===== src/rtl/shiftreg_univ.sv =====
// Universal N-bit register: hold/load/shift/rotate/arithmetic-shift/preset,
// either one step per enabled cycle or as a counted multi-step sequence with busy/done.
module shiftreg_univ #(
    parameter int N  = 8,
    parameter int AW = 4
) (
    input  logic          clk,
    input  logic          rst,
    input  logic          en,
    input  logic [2:0]    mode,
    input  logic          start,
    input  logic [AW-1:0] amt,
    input  logic          sin,
    input  logic [N-1:0]  d,
    output logic [N-1:0]  q,
    output logic          sout,
    output logic          busy,
    output logic          done
);

    typedef enum logic {IDLE = 1'b0, RUN = 1'b1} state_t;

    localparam logic [2:0] M_HOLD   = 3'b000;
    localparam logic [2:0] M_LOAD   = 3'b001;
    localparam logic [2:0] M_SHL    = 3'b010;
    localparam logic [2:0] M_SHR    = 3'b011;
    localparam logic [2:0] M_ROL    = 3'b100;
    localparam logic [2:0] M_ROR    = 3'b101;
    localparam logic [2:0] M_ASR    = 3'b110;
    localparam logic [2:0] M_PRESET = 3'b111;

    localparam logic [AW-1:0] CNT_ZERO = '0;
    localparam logic [AW-1:0] CNT_ONE  = AW'(1);

    state_t        state_q;
    logic [2:0]    mreg_q;
    logic [AW-1:0] cnt_q;
    logic [N-1:0]  q_q;
    logic          sout_q;
    logic          busy_q;
    logic          done_q;

    logic [2:0]    step_mode;
    logic [N-1:0]  step_q_d;
    logic          step_sout_d;
    logic [AW-1:0] cnt_d;

    // One step of the selected operation; result is {sout, q}.
    function automatic logic [N:0] step_f(input logic [2:0]   m,
                                          input logic [N-1:0] cur,
                                          input logic         so,
                                          input logic         s,
                                          input logic [N-1:0] din);
        logic [N:0] r;
        case (m)
            M_LOAD:   r = {so, din};
            M_SHL:    r = {cur[N-1], cur[N-2:0], s};
            M_SHR:    r = {cur[0], s, cur[N-1:1]};
            M_ROL:    r = {cur[N-1], cur[N-2:0], cur[N-1]};
            M_ROR:    r = {cur[0], cur[0], cur[N-1:1]};
            M_ASR:    r = {cur[0], cur[N-1], cur[N-1:1]};
            M_PRESET: r = {so, {N{1'b1}}};
            default:  r = {so, cur};
        endcase
        return r;
    endfunction

    always_comb begin
        step_mode = (state_q == RUN) ? mreg_q : mode;
        {step_sout_d, step_q_d} = step_f(step_mode, q_q, sout_q, sin, d);
        // Non-shifting modes run exactly one step regardless of amt.
        if (mode == M_HOLD || mode == M_LOAD || mode == M_PRESET)
            cnt_d = CNT_ONE;
        else
            cnt_d = amt;
    end

    always_ff @(posedge clk or posedge rst) begin
        if (rst) begin
            state_q <= IDLE;
            mreg_q  <= M_HOLD;
            cnt_q   <= CNT_ZERO;
            q_q     <= '0;
            sout_q  <= 1'b0;
            busy_q  <= 1'b0;
            done_q  <= 1'b0;
        end else if (!en) begin
            done_q <= 1'b0;
        end else if (state_q == IDLE) begin
            done_q <= 1'b0;
            if (start) begin
                mreg_q  <= mode;
                cnt_q   <= cnt_d;
                state_q <= RUN;
                busy_q  <= 1'b1;
            end else begin
                q_q    <= step_q_d;
                sout_q <= step_sout_d;
            end
        end else begin
            if (cnt_q != CNT_ZERO) begin
                q_q    <= step_q_d;
                sout_q <= step_sout_d;
                cnt_q  <= cnt_q - CNT_ONE;
                done_q <= 1'b0;
            end else begin
                state_q <= IDLE;
                busy_q  <= 1'b0;
                done_q  <= 1'b1;
            end
        end
    end

    assign q    = q_q;
    assign sout = sout_q;
    assign busy = busy_q;
    assign done = done_q;

endmodule


===== config.mk =====
export PLATFORM = sky130hd
export DESIGN_NAME = shiftreg_univ
export DESIGN_NICKNAME = d
export VERILOG_FILES = /design/src/rtl/shiftreg_univ.sv
export SDC_FILE = /design/constraint.sdc
export NUM_CORES = 1
export LEC_CHECK = 0
export CAP_MARGIN = 20
export CORE_ASPECT_RATIO = 0.6
export CORE_UTILIZATION = 50
export DETAILED_ROUTE_END_ITERATION = 10
export PLACE_DENSITY = 0.86
export SETUP_SLACK_MARGIN = 0.05
export SYNTH_ARGS = -nofsm -noshare
export SYNTH_HDL_FRONTEND = slang
export SYNTH_SLANG_ARGS = --single-unit

===== constraint.sdc =====
create_clock -name clk -period 2.3 [get_ports clk]
set_clock_uncertainty 0.1 [all_clocks]
set_input_delay 0.46 -clock clk [delete_from_list [all_inputs] [get_ports clk]]
set_output_delay 0.46 -clock clk [all_outputs]
set_load 0.005 [all_outputs]

# == After elaboration in Yosys (flattened, before gate mapping) ==
# Cells that the tools add are included.
# totals
register_bits,19
out_inout_bits,11
word_cells,51
# classes
addsub,1
eq_ne,12
mux,21
bitwise_logic,1
n_reduce_logical,9
# ops
cell,count
9-bit one-hot mux with 7 select lines,1
8-bit 2-to-1 mux,3
4-bit 2-to-1 mux,4
3-bit equality test (second input constant),5
1-bit 2-to-1 mux,12
3-bit AND reduction,4
3-bit by 1-bit equality test with 1-bit output (second input constant),2
3-bit by 2-bit equality test with 1-bit output (second input constant),2
2-bit by 1-bit inequality test with 1-bit output (second input constant),2
4-bit nonzero test,1
4-bit by 1-bit subtractor with 4-bit output (second input constant),1
3-bit logical NOT,1
3-bit 2-to-1 mux,1
1-bit logical OR,2
2-bit inequality test (second input constant),1
2-bit nonzero test,1
1-bit inverter,1

# == Longest topological paths before layout ==
# Gate-level depths: netlist of the first run.
# logic_depth
depth_word,6
ltp_mapped,7

# == Worst setup path before layout of the first run ==
# OpenSTA, ideal clock, no wires.
# synth_path
path_kind,reg-to-reg
from,register cnt_q[0]
to,"register q_q[1], in the netlist q[1]"
setup_ns,0.128
arrival_time_ns,1.836
required_ns,2.072
slack_ns,0.237
path_stages_with_launch,8
n_path_buf,1
path_cell_list,dfrtp_1 inv_1 ha_1 nor4bb_1 or3b_4 or2_1 buf_2 mux2_1
# synth_via
elab_chain_cells,3
# synth_lines
item,line_no,text
start: declaration,37,logic [AW-1:0] cnt_q;
start signal: assignment,93,cnt_q <= cnt_d;
start signal: assignment,104,cnt_q <= cnt_q - CNT_ONE;
4-bit nonzero test,101,if (cnt_q != CNT_ZERO) begin
2-bit by 1-bit inequality test with 1-bit output (no line),n/a,
3-bit AND reduction (no line),n/a,
end signal: assignment,97,q_q <= step_q_d;
end signal: assignment,102,q_q <= step_q_d;
end: declaration,38,logic [N-1:0] q_q;
# No other way between the ends.
# A chain may end at the register's enable or synchronous reset.

# == Worst setup path in the final report of the first run ==
# layout_path
from,register cnt_q[1]
to,"register q_q[1], in the netlist q[1]"
# Same word-level chain as after synthesis.

==> summary.md, run 1 <==
| Metric | Value |
|---|---|
| WL per Instance | `18.1 um` |
| Antenna-violating nets left | `0` |
| Arrival time at the worst endpoint | `2.21 ns` |
| PwrDens | `1070 mW/mm2` |
| First element of the critical path | `cnt_q[1]$_DFFE_PP0P_` |
| Setup repair after global routing missed its margin | `no` |
| Cell area after synthesis | `0.00138 mm2` |
| DP Cell Count | `between 200 and 250` |
| Result of the run | `finished clean` |
| Clock latency on the worst-skew pair | `0.26 ns` |
| Maximum number of pins on one net before global-route repair | `20` |
| Critical path endpoint category | `flop` |
| Leakage dissipation | `0.881 nW` |
| Post-route fraction of the period consumed by the critical path | `94.2%` |
| Startpoint of the most critical register-to-register path | `cnt_q[1]$_DFFE_PP0P_` |
| Last weighted congestion value of the routability-driven placer | `0.896` |
| Clk pin slew, worst setup/hold paths | `0.07 ns` |
| Area of the core | `between 0.002 and 0.003 mm2` |
| Reported max-cap violation count | `0` |
| Maximum resistive drop on vdd | `0.000814 V` |
| Final instance count without filler cells | `227` |
| Count of buffers from port buffering | `30` |
| Aggregate global-route resource usage | `29.5%` |
| Worst Max-Slew Pin Slew | `0.714 ns` |
| Setup TNS | `0 ns` |
| H-tree levels | `1` |
| Number of antenna violations at the first check in global routing | `0` |
| Wire length of the first global-routing pass | `~6700 um` |
| P&R area growth vs syn | `38.6%` |
| Io pins | `31` |
| Post-route cell area | `0.00191 mm2` |
| Count of inserted antenna diode cells | `0` |
| Post-DP HPWL | `3100 um` |
| Via count of the first global-routing pass | `1,425` |
| Number of post-CTS setup repair buffers | `0` |
| Post-synthesis sequential element count | `19` |
| Pre-antenna DRT Iters | `5` |
| Achievable clock frequency | `461 MHz` |
| Placement row count | `14` |
| Via count | `1,427` |
| Average instance area after synthesis | `9.37 um2` |
| Number of cells produced by synthesis | `147` |
| Inserted Clock Buffers | `3` |
| Kind of critical path | `reg -> reg` |
| Worst Setup Start Kind | `flop` |
| Sequential fraction of the synthesis area | `34.5%` |
| Top_reg_cell synth | `sky130_fd_sc_hd__dfrtp_1` |
| Number of nets produced by synthesis | `between 150 and 200` |
| Synth unique cells | `45` |
| Final-report setup violation count | `0` |
| Leading cell type in the layout, fill and taps excluded | `sky130_fd_sc_hd__clkdlybuf4s50_1` |
| Path category of the worst min-delay check | `in -> async` |
| CTS Buffer Depth | `2` |
| Placed cell areas | `0.00185 mm2` |
| Number of flops mapped to enable cells by yosys | `0` |
| Number of vias per cell after detailed routing | `about 6.3` |
| CTS tree | `built` |
| DRC violations left | `0` |
| Num Clock Sinks | `19` |
| Die span in x | `~70 um` |
| Async S/R FF share, synth | `100%` |
| Count of endpoints failing hold in the final timing report | `0` |
| Detailed Route WL | `around 4000 um` |
| Grt ovf | `0` |
| Fin crit period | `roughly 2.2 ns` |
| Share of layout cells above drive strength 1 | `a little under a fifth` |
| Leading cell types in the layout, fill and taps excluded | `sky130_fd_sc_hd__clkdlybuf4s50_1 (30), sky130_fd_sc_hd__buf_4 (23), sky130_fd_sc_hd__inv_1 (20)` |
| CP required | `2.35 ns` |
| Master cell of the clock root buffer | `sky130_fd_sc_hd__clkbuf_8` |
| Largest fanout on the critical path | `8` |
| Die Height | `approximately 43 um` |
| Relative max-transition margin | `roughly 52%` |
| Number of nets in the finished design | `218` |
| Number of warning messages in the yosys log | `0` |
| Die area | `0.00298 mm2` |
| Drt initial violations | `about 170` |
| Hold buffer count at cts | `0` |
| Power consumption | `2.04 mW` |
| Final-report max-slew violation count | `0` |
| Initial Util | `around 54%` |
-- cell type report --
cell class	count	area [um2]
Clock buffer	4	45.0
Fill cell	178	648
Inverter	21	78.8
Multi-Input combinational cell	98	797
Sequential cell	19	475
Tap cell	32	40.0
Timing Repair Buffer	53	473
-- routing by layer --
metal | share of wire (%) | track usage [%]
met3 | 8.1 | 6.18
met2 | 47 | 46.2
met4 | 3.1 | 15.6
met1 | 42 | 38.9
met5 | 0 | 0
-- timing repair --
action                                  in CTS  in global routing
gates cloned                                 0                  0
resized for setup                            1                  3
endpoints found under the setup margin       8                  8
pin swaps                                    0                  2
-- worst max-delay path, cell delays in order, from the launching register on --
cell and delay, ns:
sky130_fd_sc_hd__dfrtp_1 0.36, sky130_fd_sc_hd__inv_1 0.08, sky130_fd_sc_hd__ha_1 0.17, sky130_fd_sc_hd__nor4bb_1 0.16, sky130_fd_sc_hd__buf_4 0.15, sky130_fd_sc_hd__or3b_4 0.40, sky130_fd_sc_hd__or2_4 0.31, sky130_fd_sc_hd__mux2_1 0.33
-- flip-flops by register name, indices dropped and copies added, names as in the netlist --
register / cells
busy: 1
cnt_q: 4
done: 1
mreg_q: 3
q: 8
sout: 1
state_q: 1
-- cell families (layout without fill, tap and decap cells) --
logic type | Yosys count | in the layout | synth area share (%)
and+or+nand+nor | 34 | 34 | 15.7
buffers and inverters | 30 | 78 | 8.99
DFF | 19 | 19 | 34.5
muxes | 17 | 17 | 13.2
AOI/OAI and AO/OA | 41 | 41 | 23.3
adders and majority gates | 2 | 2 | 1.82
xor gates and xnor gates | 4 | 4 | 2.54
-- report_power, final --
group	internal, mW	switching (mW)
Clock	0.124	0.120
Sequential	0.478	0.179
Combinational	0.622	0.515
-- synthesized netlist by cell type, types with 2 or more instances --
| master | instances | area share (%) |
|---|---|---|
| sky130_fd_sc_hd__inv_1 | 20 | 5.4 |
| sky130_fd_sc_hd__dfrtp_1 | 19 | 35 |
| sky130_fd_sc_hd__mux2i_1 | 8 | 5.8 |
| sky130_fd_sc_hd__o21ai_0 | 7 | 2.5 |
| sky130_fd_sc_hd__a222oi_1 | 6 | 4.4 |
| sky130_fd_sc_hd__buf_2 | 6 | 2.2 |
| sky130_fd_sc_hd__mux2_1 | 6 | 4.9 |
| sky130_fd_sc_hd__a21oi_1 | 5 | 1.8 |
| sky130_fd_sc_hd__nor3_1 | 5 | 1.8 |
| sky130_fd_sc_hd__nand2_1 | 4 | 1.1 |
| sky130_fd_sc_hd__nor2_1 | 4 | 1.1 |
| sky130_fd_sc_hd__nor2b_1 | 4 | 1.8 |
| sky130_fd_sc_hd__xnor2_1 | 4 | 2.5 |
| sky130_fd_sc_hd__mux2_2 | 3 | 2.5 |
| sky130_fd_sc_hd__a211o_1 | 2 | 1.3 |
| sky130_fd_sc_hd__a21o_1 | 2 | 1.1 |
| sky130_fd_sc_hd__a221oi_1 | 2 | 1.3 |
| sky130_fd_sc_hd__a32oi_1 | 2 | 1.3 |
| sky130_fd_sc_hd__and2_1 | 2 | 0.91 |
| sky130_fd_sc_hd__and3_1 | 2 | 0.91 |
| sky130_fd_sc_hd__clkbuf_1 | 2 | 0.55 |
| sky130_fd_sc_hd__ha_1 | 2 | 1.8 |
| sky130_fd_sc_hd__nor3b_1 | 2 | 1.1 |
| sky130_fd_sc_hd__nor4bb_1 | 2 | 1.5 |
| sky130_fd_sc_hd__o211ai_1 | 2 | 1.1 |
| sky130_fd_sc_hd__o21ai_1 | 2 | 0.73 |
| sky130_fd_sc_hd__o21bai_1 | 2 | 1.1 |
| sky130_fd_sc_hd__o31ai_1 | 2 | 1.1 |
| sky130_fd_sc_hd__o41ai_2 | 2 | 2.4 |
-- per-stage QoR --
step	setup WS (ns)	hold slack [ns]	util (%)
floorplan	0.237	0.311	-
global placement	-0.0502	0.426	72.2
detailed placement	-0.126	0.434	72.2
CTS	0.104	0.426	74.0
global route	0.0574	0.469	74.7
finish	0.133	0.422	74.7
-- final timing paths --
kind / slack, ns / depth (start not counted) / end
worst min register to register: 0.45 / 2 / busy$_DFFE_PP0P_
max in group asynchronous: 1.47 / 3 / q[0]$_DFFE_PP0P_
worst max register to register: 0.13 / 7 / q[1]$_DFFE_PP0P_
worst min-delay path: 0.42 / 3 / mreg_q[1]$_DFFE_PP0P_
worst max-delay path: 0.13 / 7 / q[1]$_DFFE_PP0P_
min in group clk: 0.45 / 2 / busy$_DFFE_PP0P_
Note: power is estimated with default switching activity, not from simulation.
==> inputs of run 2 (changes only) <==
- CORE_UTILIZATION: 50 -> 54
- HOLD_SLACK_MARGIN: not set -> 0.02
- PLACE_DENSITY: 0.86 -> 0.92
- clock period: 2.3 -> 2.63 ns (I/O delays scaled with it)
==> run 2 against run 1 <==
Clock power is 18% lower. Non-clock buffer count shrank 16. Via count down 8.8%. Design area fell by 7.3%. Critical endpoint is now q[6]$_DFFE_PP0P_. Sequential power fell by 7.6%. Wire length fell by 6.4%.
==> summary.md, run 2 (synthesis results as in run 1) <==
| Metric | Value |
|---|---|
| Grt ovf | `0` |
| Clk pin slew, worst setup/hold paths | `0.07 ns` |
| Area of the core | `0.00228 mm2` |
| Count of endpoints failing hold in the final timing report | `0` |
| H-tree levels | `1` |
| Result of the run | `finished clean` |
| Kind of critical path | `in -> reg` |
| Pre-antenna DRT Iters | `4` |
| CP required | `roughly 2.7 ns` |
| Clock latency on the worst-skew pair | `approximately 0.26 ns` |
| Drt initial violations | `110` |
| CTS tree | `built` |
| Leading cell type in the layout, fill and taps excluded | `sky130_fd_sc_hd__clkdlybuf4s50_1` |
| Slowest cell on crit path | `sky130_fd_sc_hd__clkdlybuf4s50_1` |
| Number of post-CTS setup repair buffers | `0` |
| Setup TNS | `0 ns` |
| Final instance count without filler cells | `209` |
| Cell depth of the worst flop-to-flop path | `4` |
| Detailed Route WL | `approximately 3800 um` |
| Ordered cell list for the critical path | `clkdlybuf4s50_1, nor2_1, a22o_1, or2_1, mux2_1` |
| Maximum number of pins on one net before global-route repair | `20` |
| P&R area growth vs syn | `28.4%` |
| WL per Instance | `18.4 um` |
| Num Clock Sinks | `19` |
| Final-report setup violation count | `0` |
| Reported max-cap violation count | `0` |
| Worst Max-Slew Pin Slew | `1.04 ns` |
| Post-DP HPWL | `2860 um` |
| Count of inserted antenna diode cells | `0` |
| Final core occ | `77.7%` |
| Worst Setup Start Kind | `primary input` |
| Aggregate global-route resource usage | `roughly 30%` |
| Post_cts resized | `0` |
| Inserted Clock Buffers | `3` |
| Wire length of the first global-routing pass | `5780 um` |
| Last weighted congestion value of the routability-driven placer | `a little over 0.9` |
| Number of vias per cell after detailed routing | `6.23` |
| Setup repair after global routing missed its margin | `no` |
| Die Height | `41.1 um` |
| Number of flip-flops in the largest register | `8` |
| Post-route fraction of the period consumed by the critical path | `around nine tenths` |
| DP Cell Count | `205` |
| Final-report max-slew violation count | `0` |
| PwrDens | `954 mW/mm2` |
| Number of cells on the worst hold path | `1` |
| Master cell of the clock root buffer | `sky130_fd_sc_hd__clkbuf_8` |
| Total of fill cells in the finished design | `approximately 140` |
| Power consumption | `1.69 mW` |
| Largest fanout on the critical path | `12` |
| Number of antenna violations at the first check in global routing | `0` |
| Hold buffer count at cts | `0` |
| Relative max-transition margin | `29.9%` |
| Die area | `~0.0028 mm2` |
| Via count | `1,302` |
| Die span in x | `about 67 um` |
| Io pins | `31` |
| Leading cell types in the layout, fill and taps excluded | `sky130_fd_sc_hd__clkdlybuf4s50_1 (30), sky130_fd_sc_hd__inv_1 (20), sky130_fd_sc_hd__dfrtp_1 (19)` |
| Path category of the worst min-delay check | `reg -> reg` |
| Achievable clock frequency | `between 400 and 500 MHz` |
| DRC violations left | `0` |
| Antenna-violating nets left | `0` |
| Fin crit period | `2.36 ns` |
| Share of layout cells above drive strength 1 | `10.6%` |
| CTS Buffer Depth | `2` |
| Worst stage delay on the critical path | `0.60 ns` |
| Critical path endpoint category | `flop` |
| Count of buffers from port buffering | `30` |
| Placement row count | `13` |
| Number of nets in the finished design | `202` |
| Arrival time at the worst endpoint | `2.40 ns` |
| Initial Util | `60.5%` |
| Via count of the first global-routing pass | `1,187` |
| Leakage dissipation | `0.800 nW` |
| Maximum resistive drop on vdd | `0.000577 V` |
[run 2: worst paths after layout]
check,startpoint,slack (ns),endpoint
max reg2reg,state_q$_DFFE_PP0P_,0.32,q[2]$_DFFE_PP0P_
max in group asynchronous,rst,1.36,q[5]$_DFFE_PP0P_
min in group asynchronous,rst,0.61,cnt_q[0]$_DFFE_PP0P_
max,mode[2],0.27,q[6]$_DFFE_PP0P_
min,cnt_q[0]$_DFFE_PP0P_,0.44,cnt_q[0]$_DFFE_PP0P_
min reg2reg,cnt_q[0]$_DFFE_PP0P_,0.44,cnt_q[0]$_DFFE_PP0P_
[run 2: layer usage]
layer	wire length, um	global-route usage [%]	part of all wire [%]	vias up
met5	0	0	0	-
met3	402	8.89	10	6
met2	1730	48.5	45	81
met4	28	7.98	0.73	0
met1	1680	41.3	44	612
li1	-	-	-	603
[run 2: worst max-delay path: cells and delay by family]
kind	cells	cell delay, ns
AOI/OAI and AO/OA	1	0.22
buffers and inverters	1	0.60
muxes	1	0.37
and+or+nand+nor	2	0.69
[run 2: power breakdown]
part,leakage [nW],switching [mW],internal (mW),total [mW]
Clock,0.0255,0.0941,0.105,0.199
Combinational,0.554,0.402,0.479,0.881
Sequential,0.220,0.189,0.418,0.607
Total,0.800,0.685,1.00,1.69
[run 2: cell type report]
cell class                 count  area (um2)  area share (%)
multi-input combinational     98         778            44.0
clock buffer                   3        41.3            2.33
timing repair buffer          37         353            19.9
sequential                    19         475            26.9
clock inverter                 1        5.00           0.283
inverter                      21        78.8            4.46
tap                           30        37.5            2.12
[run 2: through the flow]
step	instance area (um2)	hold slack [ns]	setup WS [ns]
floorplan	1380	0.377	0.567
global placement	1720	0.421	0.156
detailed placement	1720	0.425	0.0408
CTS	1770	0.440	0.293
global route	1770	0.476	0.177
finish	1770	0.435	0.269
==> inputs of run 3 (changes only) <==
- CORE_MARGIN: not set -> 2
==> run 3 against run 2 <==
Wire length fell by 1.2%. Sequential power barely moved. Final cell count rose by 0.48%. Highest routed layer unchanged. Count of clock-buffer cells in the layout did not move. Design area barely moved. Via count rose by 4.1%. Fmax fell by 0.45%. Worst hold slack improved by 0.022 ns. Utilization fell by 6.0 points. Global-route usage fell by 5.0 points. Non-clock buffer count fell by 1.
==> summary.md, run 3 (synthesis results as in run 1) <==
| Metric | Value |
|---|---|
| Die Height | `43.1 um` |
| Via count of the first global-routing pass | `1,213` |
| Pre-antenna DRT Iters | `9` |
| Critical path endpoint category | `flop` |
| Drt initial violations | `191` |
| Count of endpoints failing hold in the final timing report | `0` |
| Final-report setup violation count | `0` |
| Antenna-violating nets left | `0` |
| Total of fill cells in the finished design | `175` |
| Count of inserted antenna diode cells | `0` |
| CP required | `2.67 ns` |
| Maximum number of pins on one net before global-route repair | `20` |
| WL per Instance | `18.1 um` |
| Number of flip-flops in the largest register | `8` |
| Leading cell types in the layout, fill and taps excluded | `sky130_fd_sc_hd__clkdlybuf4s50_1 (30), sky130_fd_sc_hd__inv_1 (20), sky130_fd_sc_hd__dfrtp_1 (19)` |
| Flop-to-flop setup slack | `0.26 ns` |
| Area of the core | `0.00247 mm2` |
| Arrival time at the worst endpoint | `2.42 ns` |
| Fin crit period | `2.37 ns` |
| Master cell of the clock root buffer | `sky130_fd_sc_hd__clkbuf_8` |
| Clk pin slew, worst setup/hold paths | `0.08 ns` |
| CTS Buffer Depth | `2` |
| Number of vias per cell after detailed routing | `6.46` |
| Largest fanout on the critical path | `8` |
| Kind of critical path | `reg -> reg` |
| Leading cell type in the layout, fill and taps excluded | `sky130_fd_sc_hd__clkdlybuf4s50_1` |
| Smallest hold slack | `around 0.46 ns` |
| Setup TNS | `0 ns` |
| Via count | `1,356` |
| Cell depth of the worst flop-to-flop path | `6` |
| Path category of the worst min-delay check | `reg -> reg` |
| HP Start | `busy$_DFFE_PP0P_` |
| Io pins | `31` |
| Die span in x | `69.2 um` |
| Worst Max-Slew Pin Slew | `slightly below 1 ns` |
| Achievable clock frequency | `422 MHz` |
| Die area | `0.00298 mm2` |
| Aggregate global-route resource usage | `25.6%` |
| CTS tree | `built` |
| Share of layout cells above drive strength 1 | `roughly a tenth` |
| Leakage dissipation | `between 0.7 and 0.8 nW` |
| Number of cells on the worst hold path | `2` |
| Result of the run | `finished clean` |
| Grt ovf | `0` |
| Power consumption | `1.69 mW` |
| Clock latency on the worst-skew pair | `0.26 ns` |
| Startpoint of the most critical register-to-register path | `cnt_q[0]$_DFFE_PP0P_` |
| P&R area growth vs syn | `28.5%` |
| H-tree levels | `1` |
| Initial Util | `55.8%` |
| Relative max-transition margin | `33.1%` |
| Critical R2R Capture | `q[3]$_DFFE_PP0P_` |
| End point of the most critical hold path | `busy$_DFFE_PP0P_` |
| Post-route fraction of the period consumed by the critical path | `90.2%` |
| Placement row count | `14` |
| Number of nets in the finished design | `approximately 200` |
| DRC violations left | `0` |
| Maximum resistive drop on vdd | `0.000485 V` |
| Worst Setup Start Kind | `flop` |
| Post-DP HPWL | `about 2800 um` |
| Count of buffers from port buffering | `30` |
| Last weighted congestion value of the routability-driven placer | `between 0.9 and 1` |
| Detailed Route WL | `3800 um` |
| Reported max-cap violation count | `0` |
| Setup repair after global routing missed its margin | `no` |
| PwrDens | `955 mW/mm2` |
| Wire length of the first global-routing pass | `5930 um` |
| Number of antenna violations at the first check in global routing | `0` |
| Num Clock Sinks | `19` |
| Final-report max-slew violation count | `0` |
| Inserted Clock Buffers | `3` |
-- run 3: worst max path at each step --
stage / slack (ns) / depth (start not counted) / end / start
2_1_floorplan: 0.57 / 7 / q[1]$_DFFE_PP0P_ / cnt_q[0]$_DFFE_PP0P_
3_3_place_gp: 0.16 / 5 / q[4]$_DFFE_PP0P_ / start
3_5_place_dp: 0.09 / 6 / q[3]$_DFFE_PP0P_ / mode[2]
4_1_cts: 0.15 / 6 / q[3]$_DFFE_PP0P_ / cnt_q[0]$_DFFE_PP0P_
5_1_grt: 0.09 / 6 / q[3]$_DFFE_PP0P_ / cnt_q[0]$_DFFE_PP0P_
6_report: 0.26 / 6 / q[3]$_DFFE_PP0P_ / cnt_q[0]$_DFFE_PP0P_
-- run 3: power by group --
part           total [mW]  internal (mW)  switching, mW
Clock               0.210          0.106          0.104
Combinational       0.872          0.477          0.394
Sequential          0.609          0.417          0.191
Total                1.69           1.00          0.690
-- run 3: worst max-delay path, cell delays in order, from the launching register on --
cell and delay, ns:
sky130_fd_sc_hd__dfrtp_1 0.42, sky130_fd_sc_hd__inv_1 0.10, sky130_fd_sc_hd__ha_1 0.15, sky130_fd_sc_hd__nor4bb_2 0.49, sky130_fd_sc_hd__or3b_4 0.25, sky130_fd_sc_hd__or2_1 0.36
sky130_fd_sc_hd__mux2_1 0.38
-- run 3: through the flow --
stage / setup WS (ns) / cells / instance area (um2) / utilization (%)
after global placement: 0.165 / 206 / 1720 / 69.6
final: 0.259 / 210 / 1770 / 71.7
after global routing: 0.0923 / 210 / 1770 / 71.7
after detailed placement: 0.0924 / 206 / 1720 / 69.6
after CTS: 0.152 / 210 / 1760 / 71.4
after floorplan: 0.567 / 147 / 1380 / -
-- run 3: routing by layer --
| layer | global-route usage, % | wire length [um] | vias to the layer above |
|---|---|---|---|
| li1 | - | - | 607 |
| met5 | 0 | 0 | - |
| met4 | 8.24 | 125 | 0 |
| met3 | 5.94 | 335 | 15 |
| met1 | 34.7 | 1610 | 644 |
| met2 | 41.0 | 1720 | 90 |
-- run 3: what timing repair did --
action                                 in CTS  in global routing
buffers inserted                            0                  0
endpoints found under the hold margin       0                  0
resized for setup                           0                  1
setup endpoints to repair                   0                  6
hold buffers                                0                  0
-- run 3: cell type report --
class                      instances  area (um2)  area share [%]
clock buffer                       3        41.3            2.33
timing repair buffer              36         345            19.5
tap                               32        40.0            2.26
sequential                        19         475            26.9
clock inverter                     1        5.00           0.283
inverter                          21        78.8            4.45
multi-input combinational         98         785            44.3
